`config.mk`:
```
export PLATFORM = sky130hd
export DESIGN_NAME = if_fetch_unit
export DESIGN_NICKNAME = d
export VERILOG_FILES = /design/src/rtl/if_fetch_unit.sv
export SDC_FILE = /design/constraint.sdc
export NUM_CORES = 1
export LEC_CHECK = 0
export ABC_AREA = 1
export CAP_MARGIN = 10
export CELL_PAD_IN_SITES_DETAIL_PLACEMENT = 1
export CELL_PAD_IN_SITES_GLOBAL_PLACEMENT = 2
export CORE_MARGIN = 2
export CORE_UTILIZATION = 31
export DETAILED_ROUTE_END_ITERATION = 10
export PLACE_DENSITY = 0.88
export REMOVE_ABC_BUFFERS = 1
export SYNTH_ARGS = -nofsm -noshare
export SYNTH_HDL_FRONTEND = slang
export SYNTH_SLANG_ARGS = --single-unit
```
`constraint.sdc`:
```
create_clock -name CLK -period 2.4 [get_ports CLK]
set_input_delay 0.48 -clock CLK [delete_from_list [all_inputs] [get_ports CLK]]
set_output_delay 0.48 -clock CLK [all_outputs]
set_load 0.005 [all_outputs]
```
`src/rtl/if_fetch_unit.sv`:
```
// Instruction-fetch stage: owns the PC, drives a one-cycle-latency instruction memory and
// loads the IF/ID register. Taken branches from ID redirect the PC and squash the wrong path.
// A one-entry hold buffer keeps the in-flight word through stalls, so no word is lost or
// fetched twice.
// Optional build macro IF_PERF_CNT_EN adds the fetch_cnt / flush_cnt performance counters.
module if_fetch_unit #(
   parameter logic [31:0] RESET_PC = 32'h0000_0000,
   parameter int unsigned PC_INC   = 4
) (
   input  logic        CLK,
   input  logic        RSTn,
   input  logic        stall,
   input  logic        br_taken,
   input  logic [31:0] br_target,
   output logic        imem_req,
   output logic [31:0] imem_addr,
   input  logic [31:0] imem_rdata,
   output logic        id_valid,
   output logic [31:0] id_inst,
   output logic [31:0] id_pc,
   output logic [31:0] id_npc
`ifdef IF_PERF_CNT_EN
   ,
   output logic [31:0] fetch_cnt,
   output logic [31:0] flush_cnt
`endif
);

   localparam logic [31:0] PcStep = 32'(PC_INC);

   typedef enum logic [1:0] {StBoot, StRun, StHold} state_e;

   state_e      state_q, state_d;
   logic [31:0] pc_q, pc_d;
   logic        f_valid_q, f_valid_d;
   logic [31:0] f_pc_q, f_pc_d;
   logic        hold_valid_q, hold_valid_d;
   logic [31:0] hold_inst_q, hold_inst_d;
   logic [31:0] hold_pc_q, hold_pc_d;
   logic        id_valid_q, id_valid_d;
   logic [31:0] id_inst_q, id_inst_d;
   logic [31:0] id_pc_q, id_pc_d;
   logic [31:0] id_npc_q, id_npc_d;
   logic        redirect;
   logic        id_load;

   // Next-state, memory request and IF/ID load decisions.
   always_comb begin
      state_d      = state_q;
      pc_d         = pc_q;
      f_valid_d    = f_valid_q;
      f_pc_d       = f_pc_q;
      hold_valid_d = hold_valid_q;
      hold_inst_d  = hold_inst_q;
      hold_pc_d    = hold_pc_q;
      id_valid_d   = id_valid_q;
      id_inst_d    = id_inst_q;
      id_pc_d      = id_pc_q;
      id_npc_d     = id_npc_q;
      imem_req     = 1'b0;
      id_load      = 1'b0;
      redirect     = br_taken & ~stall;

      unique case (state_q)
         StBoot: begin
            state_d = StRun;
         end
         StRun: begin
            imem_req = ~stall;
            if (!stall) begin
               id_load    = 1'b1;
               id_valid_d = f_valid_q;
               id_inst_d  = imem_rdata;
               id_pc_d    = f_pc_q;
               id_npc_d   = f_pc_q + PcStep;
            end else if (f_valid_q) begin
               // Memory data is only valid this cycle; park it until the stall clears.
               hold_valid_d = 1'b1;
               hold_inst_d  = imem_rdata;
               hold_pc_d    = f_pc_q;
               state_d      = StHold;
            end
         end
         StHold: begin
            if (!stall) begin
               imem_req     = 1'b1;
               id_load      = 1'b1;
               id_valid_d   = hold_valid_q;
               id_inst_d    = hold_inst_q;
               id_pc_d      = hold_pc_q;
               id_npc_d     = hold_pc_q + PcStep;
               hold_valid_d = 1'b0;
               state_d      = StRun;
            end
         end
         default: begin
            state_d = StBoot;
         end
      endcase

      if (imem_req) begin
         pc_d      = pc_q + PcStep;
         f_valid_d = 1'b1;
         f_pc_d    = pc_q;
      end else begin
         f_valid_d = 1'b0;
      end

      // Redirect wins over increment and hold drain; the request issued now is killed.
      if (redirect) begin
         pc_d         = br_target;
         f_valid_d    = 1'b0;
         hold_valid_d = 1'b0;
         id_valid_d   = 1'b0;
         id_load      = 1'b0;
         state_d      = StRun;
      end
   end

   // Pipeline state registers.
   always_ff @(posedge CLK or negedge RSTn) begin
      if (!RSTn) begin
         state_q      <= StBoot;
         pc_q         <= RESET_PC;
         f_valid_q    <= 1'b0;
         f_pc_q       <= 32'h0;
         hold_valid_q <= 1'b0;
         hold_inst_q  <= 32'h0;
         hold_pc_q    <= 32'h0;
         id_valid_q   <= 1'b0;
         id_inst_q    <= 32'h0;
         id_pc_q      <= 32'h0;
         id_npc_q     <= 32'h0;
      end else begin
         state_q      <= state_d;
         pc_q         <= pc_d;
         f_valid_q    <= f_valid_d;
         f_pc_q       <= f_pc_d;
         hold_valid_q <= hold_valid_d;
         hold_inst_q  <= hold_inst_d;
         hold_pc_q    <= hold_pc_d;
         id_valid_q   <= id_valid_d;
         id_inst_q    <= id_inst_d;
         id_pc_q      <= id_pc_d;
         id_npc_q     <= id_npc_d;
      end
   end

   assign imem_addr = pc_q;
   assign id_valid  = id_valid_q;
   assign id_inst   = id_inst_q;
   assign id_pc     = id_pc_q;
   assign id_npc    = id_npc_q;

`ifdef IF_PERF_CNT_EN
   logic [31:0] fetch_cnt_q, flush_cnt_q;

   // Count live IF/ID loads and accepted redirects.
   always_ff @(posedge CLK or negedge RSTn) begin
      if (!RSTn) begin
         fetch_cnt_q <= 32'h0;
         flush_cnt_q <= 32'h0;
      end else begin
         if (id_load && id_valid_d) fetch_cnt_q <= fetch_cnt_q + 32'h1;
         if (redirect) flush_cnt_q <= flush_cnt_q + 32'h1;
      end
   end

   assign fetch_cnt = fetch_cnt_q;
   assign flush_cnt = flush_cnt_q;
`endif

endmodule

```
==> metrics.cfg, run 1 <==
[yosys]
yosys-top-cells-count=408 x nand2_1, 227 x dfrtp_1, 115 x nor2_1
synth.avg_cell_area_um2=8.51
synth.distinct_cells=36
synth_top_area_cell=dfrtp_1
syn_inst=1269
seq_area_frac_synth=0.526
synth_edf_count=0
synthFlopType=dfrtp_1
synth.most_common_cell=nand2_1
synth_area_leaders=dfrtp_1 53%, nand2_1 14%, mux2_2 5.1%
async_flop_share=1.00
synth_seq_cells=227
synth_top_cell_area_share=0.526
syn_area_um2=10800
ys_warn_count=0

[placed_design]
io_buffers=197
gp_congestion=0.809
post-dp-hpwl_um=23200

[route]
ant_nets=0
wl_met1_um=15200
num_vias=9324
drc=0
drt_iter0_drc=390
post_drt_via_cell_ratio=4.79
dr.max_layer_used=met4
wl_per_cell_um=16.7
wl_um=32500
met2_length_um=15200
wl_met3_um=1250
drt_first_pass_iters=4

[floorplan]
dieWidth_um=191
coreArea_um2=34500
floorplan.initialDensity=0.313
ios=198
dieArea_um2=36300
die_h_um=191
fp-row-count=68

[cts]
cts_tree=yes
numCtsBuffers=27
h-tree-depth=1
clkTransAtPathRegs_ns=0.06
ctsRootBufferMaster=clkbuf_16
clkSinkCount=227
insertion_delay_ns=0.54
clk_path_buf_depth=3

[critical_path]
crit_buf_inv=3
critPathMaxStageDelay_ns=0.38
cp.arrival_ns=1.73
slowest_stage=dfrtp_1
cp_max_fo=3
startpoint_type=flip-flop
critPathCaptureType=primary output
crit_type=flip-flop to primary output
cp_top_family=buffers and inverters
rrSetupSlack_ns=0.22
path_cells=inv_1 > ha_1 > nand2_2 > clkinv_4 > dlygate4sd2_1
required_ns=1.92

[finish]
fin_nets=1543
n_antenna_cell=0
layout-drive-gt1-share=0.121
syn2layout_area_growth_pct=33.1
fin_util=0.417

[global_route]
overflow=0
grt_pass1_vias=9830
grt_util_all_layers=0.180
grt_max_degree=61
antenna_found_initial=0
grt_pass1_wl_um=52900

[sta]
drv_slew=0
fmax_mhz=452
hold_viol=0
fin_crit_ns=2.21
slew_headroom=0.678
whs_ns=0.467
tightest_slew_ns=0.482
post-route-period-util=0.922
rsz0062_at_grt=false
tns_ns=0
finClkSkew_ns=0.0112
setup_viol=0

[power]
p_leak_nw=6.39
p_per_area_nw_per_um2=1240
ir_drop_uv=677

[run]
drv_cap=0

[run_status]
outcome=completed

[worst_hold_path]
holdCritPathClass=primary input to async pin

## registers in the layout (all words and copies together), names as in the netlist
register / flops
state_q: 2
id_valid: 1
id_npc: 30
hold_inst_q: 32
id_inst: 32
id_pc: 32
imem_addr: 32
f_pc_q: 32
hold_pc_q: 32
hold_valid_q: 1
f_valid_q: 1
## routing by layer
layer	up-vias	GRT usage
li1	4519	-
met1	4590	0.247
met2	168	0.299
met3	47	0.0226
met4	0	0.0513
met5	-	0
## power breakdown
group / internal [mW] / switching [mW]
Sequential: 5.51 / 1.29
Combinational: 3.37 / 3.58
Clock: 2.44 / 1.62
## cells by family (layout without fill, tap and decap cells)
family / after synthesis / after routing / share of synthesized area
and+or+nand+nor: 659 / 659 / 0.254
buffers and inverters: 149 / 370 / 0.0609
xor gates and xnor gates: 13 / 13 / 0.0105
DFF: 227 / 227 / 0.526
muxes: 49 / 49 / 0.0511
adders and majority gates: 5 / 5 / 0.00580
AOI/OAI and AO/OA: 167 / 167 / 0.0911
## layout by cell type (no fill, tap or decap), drive strengths merged, types with 2 or more instances in the layout
cell type / n
bufinv: 2
ha: 5
clkdlybuf4s50: 195
a21oi: 6
mux2: 49
o211ai: 10
xnor2: 2
inv: 88
buf: 35
a31oi: 36
dfrtp: 227
o21a: 2
nor2: 134
clkinvlp: 2
a22oi: 27
nand2: 431
xor2: 11
nor3: 11
clkbuf: 40
nand4: 7
o21ai: 84
clkinv: 6
nand3: 73
## timing repair
action,CTS,global route
endpoints found under the hold margin,46,0
hold buffers,1,0
resized for setup,5,5
pin swaps,1,1
endpoints found under the setup margin,1,16
buffers inserted,2,4
## final cells by class
type,instances,area (µm²)
Timing Repair Buffer,232,2380
Sequential cell,227,5680
Inverter,89,347
Clock inverter,9,104
Multi-Input combinational cell,893,4510
Fill cell,4020,20100
Tap cell,455,569
Clock buffer,40,774
## worst paths after layout
kind / endpoint / start / depth (start not counted)
setup / recovery: imem_req / state_q[1] / 5
hold / removal: id_pc[24] / RSTn / 2
setup reg to reg: id_npc[20] / state_q[0] / 13
hold reg to reg: id_pc[30] / id_pc[30] / 2
max in group asynchronous: id_inst[6] / RSTn / 3
min in group CLK: id_pc[30] / id_pc[30] / 2
## per-stage QoR
stage	cell area (µm²)	total power, mW	instances	worst slack, ns
3_3_place_gp	13400	13.5	1889	-0.0753
3_5_place_dp	13400	13.8	1889	-0.0815
5_1_grt	14400	19.2	1945	0.0181
2_1_floorplan	10500	9.94	1209	-5.53
4_1_cts	14300	18.1	1941	0.0555
6_report	14400	17.8	1945	0.188
## worst reg2reg max path: cells and delay by family, from the launching register on
kind,cells,cell delay [ns]
buffers and inverters,3,0.24
DFF,1,0.39
AOI/OAI and AO/OA,2,0.27
and+or+nand+nor,6,0.77
adders and majority gates,2,0.41
(Power assumes the default switching activity.)
==> run 2, diff against run 1 <==
--- a/config.mk
+++ b/config.mk
@@ -10,9 +10,10 @@
 export CELL_PAD_IN_SITES_DETAIL_PLACEMENT = 1
 export CELL_PAD_IN_SITES_GLOBAL_PLACEMENT = 2
 export CORE_MARGIN = 2
-export CORE_UTILIZATION = 31
+export CORE_UTILIZATION = 34
 export DETAILED_ROUTE_END_ITERATION = 10
-export PLACE_DENSITY = 0.88
+export MAX_ROUTING_LAYER = met4
+export PLACE_DENSITY = 0.95
 export REMOVE_ABC_BUFFERS = 1
 export SYNTH_ARGS = -nofsm -noshare
 export SYNTH_HDL_FRONTEND = slang
==> constraint.sdc (replaced) <==
create_clock -name CLK -period 2.6 [get_ports CLK]
set_input_delay 0.52 -clock CLK [delete_from_list [all_inputs] [get_ports CLK]]
set_output_delay 0.52 -clock CLK [all_outputs]
set_load 0.005 [all_outputs]
==> run 2 against run 1 <==
  * Clock power down 9.6%
  * Clock skew about the same
  * Flip-flop and latch count unchanged
  * Cell count down 3.7%
==> metrics.cfg, run 2 (same netlist as run 1, synthesis figures left out) <==
[critical_path]
path_cells=inv_2 > ha_1 > nand2_1 > clkinv_2 > clkdlybuf4s50_1  ; was inv_1 > ha_1 > nand2_2 > clkinv_4 > dlygate4sd2_1
cp_top_family=buffers and inverters  ; unchanged
rrSetupSlack_ns=0.37  ; was 0.22 ns
reg2reg_to=id_npc[26]  ; was id_npc[20]
crit_buf_inv=3  ; unchanged
startpoint_type=flip-flop  ; unchanged
slowest_stage=clkdlybuf4s50_1  ; was dfrtp_1
critPathCaptureType=primary output  ; unchanged
required_ns=2.08  ; was 1.92 ns
worstReg2RegStart=state_q[1]  ; was state_q[0]
rr_worst_depth=12  ; was 13
cp_max_fo=3  ; unchanged
critPathMaxStageDelay_ns=0.45  ; was 0.38 ns
crit_type=flip-flop to primary output  ; unchanged
cp.arrival_ns=1.97  ; was 1.73 ns

[global_route]
antenna_found_initial=0  ; unchanged
grt_util_all_layers=0.205  ; was 0.180
grt_max_degree=119  ; was 61
grt_use_met3=0.0253  ; was 0.0226
grt_pass1_vias=10100  ; was 9830
use_met2=0.338  ; was 0.299
grt.met1_usage=0.268  ; was 0.247
grt_pass1_wl_um=53700  ; was 52900 µm
overflow=0  ; unchanged
gr-max-usage-layer=met2  ; unchanged

[sta]
hold_viol=0  ; unchanged
rsz0062_at_grt=false  ; unchanged
slew_headroom=0.560  ; was 0.678
drv_slew=0  ; unchanged
finClkSkew_ns=0.0115  ; was 0.0112 ns
fin_crit_ns=2.49
tightest_slew_ns=0.653  ; was 0.482 ns
fmax_mhz=401
whs_ns=0.475  ; was 0.467 ns
post-route-period-util=0.959
setup_ws_ns=0.106  ; was 0.188 ns
setup_viol=0  ; unchanged

[route]
drc=0  ; unchanged
num_vias=9381  ; was 9324
post_drt_via_cell_ratio=5.01  ; was 4.79
wl_um=32900  ; was 32500 µm
ant_nets=0  ; unchanged
drt_iter0_drc=476  ; was 390
wl_per_cell_um=17.5  ; was 16.7 µm
drt_first_pass_iters=4  ; unchanged

[finish]
fin_nets=1529  ; was 1543
n_antenna_cell=0  ; unchanged
most-common-layout-cells=408 x nand2_1, 227 x dfrtp_1, 196 x clkdlybuf4s50_1, 113 x nor2_1, 81 x inv_1  ; was 407 x nand2_1, 227 x dfrtp_1, 195 x clkdlybuf4s50_1, 113 x nor2_1, 82 x inv_1
fin_util=0.451  ; was 0.417
syn2layout_area_growth_pct=31.1  ; was 33.1%
layout-drive-gt1-share=0.113  ; was 0.121
final_common_cell=nand2_1  ; unchanged

[worst_hold_path]
hold_start=id_pc[5]
min_delay_path_depth=2
hold_end=id_pc[5]
holdCritPathClass=flip-flop to flip-flop  ; was primary input to async pin

[power]
p_per_area_nw_per_um2=1160  ; was 1240 nW/µm²
ir_drop_uv=513  ; was 677 µV
p_leak_nw=6.30  ; was 6.39 nW

[placed_design]
gp_congestion=0.849  ; was 0.809
io_buffers=197  ; unchanged
post-dp-hpwl_um=23300  ; was 23200 µm
place_ws_ns=0.189  ; was -0.0815 ns

[floorplan]
die_h_um=182  ; was 191 µm
ios=198  ; unchanged
dieWidth_um=182  ; was 191 µm
coreArea_um2=31400  ; was 34500 µm²
floorplan.initialDensity=0.344  ; was 0.313
dieArea_um2=33200  ; was 36300 µm²
fp-row-count=65  ; was 68

[cts]
post_cts_buffers=0  ; was 2
numCtsBuffers=26  ; was 27
cts_tree=yes  ; unchanged
ctsRootBufferMaster=clkbuf_16  ; unchanged
insertion_delay_ns=0.53  ; was 0.54 ns
clkTransAtPathRegs_ns=0.06  ; about the same
h-tree-depth=1  ; unchanged
clkSinkCount=227  ; unchanged
clk_path_buf_depth=3  ; unchanged

[run_status]
outcome=completed  ; unchanged

[run]
drv_cap=0  ; unchanged

==> run 2: metrics by stage <==
stage | area (µm²) | total power, mW | setup TNS (ns) | cells
4_1_cts | 14100 | 16.6 | 0 | 1874
3_5_place_dp | 13300 | 12.8 | 0 | 1829
6_report | 14200 | 16.4 | 0 | 1874
5_1_grt | 14200 | 17.6 | 0 | 1874
2_1_floorplan | 10500 | 9.17 | -482.29 | 1209
3_3_place_gp | 13300 | 12.4 | 0 | 1829
==> run 2: layout make-up <==
type	count	area (µm²)
flip-flops and latches	227	5680
inverters	89	340
multi-input cells	893	4490
well taps	402	503
repair buffers	219	2280
fillers	3667	17200
clock buffers	39	801
clock inverters	5	52.6
==> run 2: report_power, final <==
group          switching (mW)  internal, mW
Combinational            3.34          3.04
Clock                    1.47          2.20
Sequential               1.24          5.08
Total                    6.05          10.3
==> run 2: worst max path at each step <==
stage,startpoint,endpoint,slack (ns),cells past startpoint
2_1_floorplan,state_q[0],id_npc[20],-5.33,8
4_1_cts,state_q[1],imem_req,0.08,5
6_report,state_q[1],imem_req,0.11,5
3_5_place_dp,stall,imem_req,0.19,5
5_1_grt,state_q[1],imem_req,0.04,5
3_3_place_gp,stall,imem_req,0.17,5
==> run 2: layer usage <==
layer	vias up	part of all wire
li1	4486	-
met1	4654	0.45
met2	195	0.48
met5	-	0
met3	46	0.037
met4	0	0.024
==> run 2: what timing repair did <==
| action | CTS | global route |
|---|---|---|
| endpoints found under the hold margin | 44 | 0 |
| setup endpoints to repair | 1 | 4 |
| hold buffers | 1 | 0 |
| resized for setup | 1 | 3 |
==> run 2: worst min-delay path: stages, from the launching register on <==
cell and delay, ns:
dfrtp_1 0.34, nand2_1 0.05, nand2_1 0.05
==> run 3, diff against run 2 <==
--- a/config.mk
+++ b/config.mk
@@ -10,10 +10,10 @@
 export CELL_PAD_IN_SITES_DETAIL_PLACEMENT = 1
 export CELL_PAD_IN_SITES_GLOBAL_PLACEMENT = 2
 export CORE_MARGIN = 2
-export CORE_UTILIZATION = 34
+export CORE_UTILIZATION = 31
 export DETAILED_ROUTE_END_ITERATION = 10
 export MAX_ROUTING_LAYER = met4
-export PLACE_DENSITY = 0.95
+export PLACE_DENSITY = 0.88
 export REMOVE_ABC_BUFFERS = 1
 export SYNTH_ARGS = -nofsm -noshare
 export SYNTH_HDL_FRONTEND = slang
==> constraint.sdc (replaced) <==
create_clock -name CLK -period 2.8 [get_ports CLK]
set_input_delay 0.56 -clock CLK [delete_from_list [all_inputs] [get_ports CLK]]
set_output_delay 0.56 -clock CLK [all_outputs]
set_load 0.005 [all_outputs]
==> run 3 against run 2 <==
  * Setup slack improved by 0.11 ns
  * First-iteration DRC count decreased by 7.8%
  * Die area increased by 9.5%
  * Combinational power decreased by 8.0%
  * Final area increased by 0.47%
  * Critical path type unchanged
  * Highest routed layer unchanged
==> metrics.cfg, run 3 (same netlist as run 1, synthesis figures left out) <==
[run_status]
outcome=completed  ; unchanged

[placed_design]
io_buffers=197  ; unchanged
post-dp-hpwl_um=23000  ; was 23300 µm
place_area_um2=13300  ; about the same
gp_congestion=0.811  ; was 0.849
dp.cells=1881  ; was 1829

[finish]
most-common-layout-cells=408 x nand2_1, 227 x dfrtp_1, 196 x clkdlybuf4s50_1, 113 x nor2_1, 83 x inv_1  ; was 408 x nand2_1, 227 x dfrtp_1, 196 x clkdlybuf4s50_1, 113 x nor2_1, 81 x inv_1
register_area_um2=5680  ; unchanged
n_antenna_cell=0  ; unchanged
syn2layout_area_growth_pct=31.7  ; was 31.1%
final_common_cell=nand2_1  ; unchanged
fin_util=0.413  ; was 0.451
layout-drive-gt1-share=0.112  ; was 0.113
multi_input_area_um2=4480  ; was 4490 µm²
nFillCells=4039  ; was 3667
finalInstanceArea_um2=14200  ; about the same
fin_nets=1528  ; was 1529
final_cells=1927  ; was 1874

[floorplan]
floorplan.initialDensity=0.313  ; was 0.344
die_h_um=191  ; was 182 µm
dieWidth_um=191  ; was 182 µm
fp-row-count=68  ; was 65
coreArea_um2=34500  ; was 31400 µm²
ios=198  ; unchanged
dieArea_um2=36300  ; was 33200 µm²

[route]
ant_nets=0  ; unchanged
drt_iter0_drc=439  ; was 476
wl_um=32200  ; was 32900 µm
drc=0  ; unchanged
post_drt_via_cell_ratio=4.84  ; was 5.01
num_vias=9321  ; was 9381
wl_per_cell_um=16.7  ; was 17.5 µm
drt_first_pass_iters=5  ; was 4

[sta]
drv_slew=0  ; unchanged
slew_headroom=0.570  ; was 0.560
post-route-period-util=0.924
hold_viol=0  ; unchanged
tightest_slew_ns=0.638  ; was 0.653 ns
setup_viol=0  ; unchanged
fin_crit_ns=2.59
rsz0062_at_grt=false  ; unchanged
fmax_mhz=387
finClkSkew_ns=0.00779  ; was 0.0115 ns

[cts]
clkTransAtPathRegs_ns=0.06  ; about the same
clkSinkCount=227  ; unchanged
h-tree-depth=1  ; unchanged
clk_path_buf_depth=3  ; unchanged
ctsRootBufferMaster=clkbuf_16  ; unchanged
insertion_delay_ns=0.53  ; about the same
post_cts_buffers=0  ; unchanged
hold_buffers=0  ; was 1
numCtsBuffers=27  ; was 26
cts_tree=yes  ; unchanged
ctsResizeCount=0  ; was 1

[critical_path]
critPathMaxStageDelay_ns=0.47  ; was 0.45 ns
cp.arrival_ns=2.03  ; was 1.97 ns
cp_max_fo=3  ; unchanged
reg2reg_to=id_npc[26]  ; unchanged
required_ns=2.24  ; was 2.08 ns
path_cells=inv_1 > ha_1 > nand2_1 > clkinv_1 > clkdlybuf4s50_1  ; was inv_2 > ha_1 > nand2_1 > clkinv_2 > clkdlybuf4s50_1
crit_type=flip-flop to primary output  ; unchanged
rr_worst_depth=12  ; unchanged
crit_buf_inv=3  ; unchanged
critPathCaptureType=primary output  ; unchanged
startpoint_type=flip-flop  ; unchanged
worstReg2RegStart=state_q[0]  ; was state_q[1]
slowest_stage=clkdlybuf4s50_1  ; unchanged
cp_top_family=buffers and inverters  ; unchanged
rrSetupSlack_ns=0.40  ; was 0.37 ns

[power]
p_leak_nw=6.31  ; was 6.30 nW
switching_share=0.360  ; was 0.369
ir_drop_uv=523  ; was 513 µV
pwr-share-seq=0.378  ; was 0.386
clockPowerShare=0.239  ; was 0.224
p_sw_mw=5.52  ; was 6.05 mW
fin_total_pwr_mw=15.3  ; was 16.4 mW
p_per_area_nw_per_um2=1080  ; was 1160 nW/µm²
p_int_mw=9.81  ; was 10.3 mW
combPwrFrac=0.383  ; was 0.390

[global_route]
grt_max_degree=105  ; was 119
grt_pass1_vias=9848  ; was 10100
grt_util_all_layers=0.184  ; was 0.205
overflow=0  ; unchanged
grt_pass1_wl_um=52400  ; was 53700 µm
antenna_found_initial=0  ; unchanged

[worst_hold_path]
holdCritPathClass=primary input to async pin  ; was flip-flop to flip-flop

[run]
drv_cap=0  ; unchanged

-- run 3: cell count changes in the layout (fill, tap and decap cells not counted), moves of 2 or more --
cell,previous run,this run
inv_2,5,3
inv_1,81,83
clkbuf_8,8,6
bufinv_16,1,4
buf_12,11,7
buf_4,10,13
-- run 3: stage by stage --
step / hold slack [ns] / setup slack (ns) / setup TNS (ns)
6_report: 0.0152 / 0.213 / 0
4_1_cts: 0.0273 / 0.126 / 0
5_1_grt: 0.0528 / 0.0908 / 0
3_5_place_dp: 0.470 / 0.253 / 0
3_3_place_gp: 0.459 / 0.254 / 0
2_1_floorplan: 0.264 / -5.13 / -444.49
-- run 3: power groups by stage --
stage               sequential (mW)  clock, mW  combinational (mW)
floorplan                      5.61          0                2.90
global placement               5.79          0                5.75
detailed placement             5.86          0                5.94
CTS                            5.82       3.79                5.98
global route                   6.00       3.90                6.57
finish                         5.80       3.67                5.87
-- run 3: cell type report --
class,count,area share
Sequential cell,227,0.400
Clock buffer,36,0.0541
Inverter,89,0.0238
Clock inverter,10,0.0114
Multi-Input combinational cell,893,0.315
Tap cell,455,0.0400
Timing Repair Buffer,217,0.156
-- run 3: worst max-delay path by stage --
stage	start	end	cells after the start
2_1_floorplan	state_q[0]	id_npc[20]	8
3_3_place_gp	stall	imem_req	5
3_5_place_dp	stall	imem_addr[26]	9
4_1_cts	state_q[0]	imem_req	5
5_1_grt	state_q[1]	imem_req	5
6_report	state_q[0]	imem_req	5
-- run 3: routing by layer --
| metal | part of all wire | up-vias | track usage | routed length, µm |
|---|---|---|---|---|
| li1 | - | 4496 | - | - |
| met1 | 0.47 | 4623 | 0.245 | 15000 |
| met2 | 0.48 | 162 | 0.302 | 15600 |
| met3 | 0.030 | 40 | 0.0197 | 974 |
| met4 | 0.021 | 0 | 0.0438 | 686 |
| met5 | 0 | - | - | 0 |
-- run 3: worst reg2reg max path, cell delays in order, from the launching register on --
cell and delay (ns):
dfrtp_1 0.38, inv_1 0.11, ha_2 0.30, buf_4 0.35, nand2_1 0.09, nand2_1 0.11
inv_1 0.08, nor2_2 0.24, nand2_2 0.18, nor2_4 0.23, nand2_1 0.07, nand3_1 0.07
nand3_1 0.07
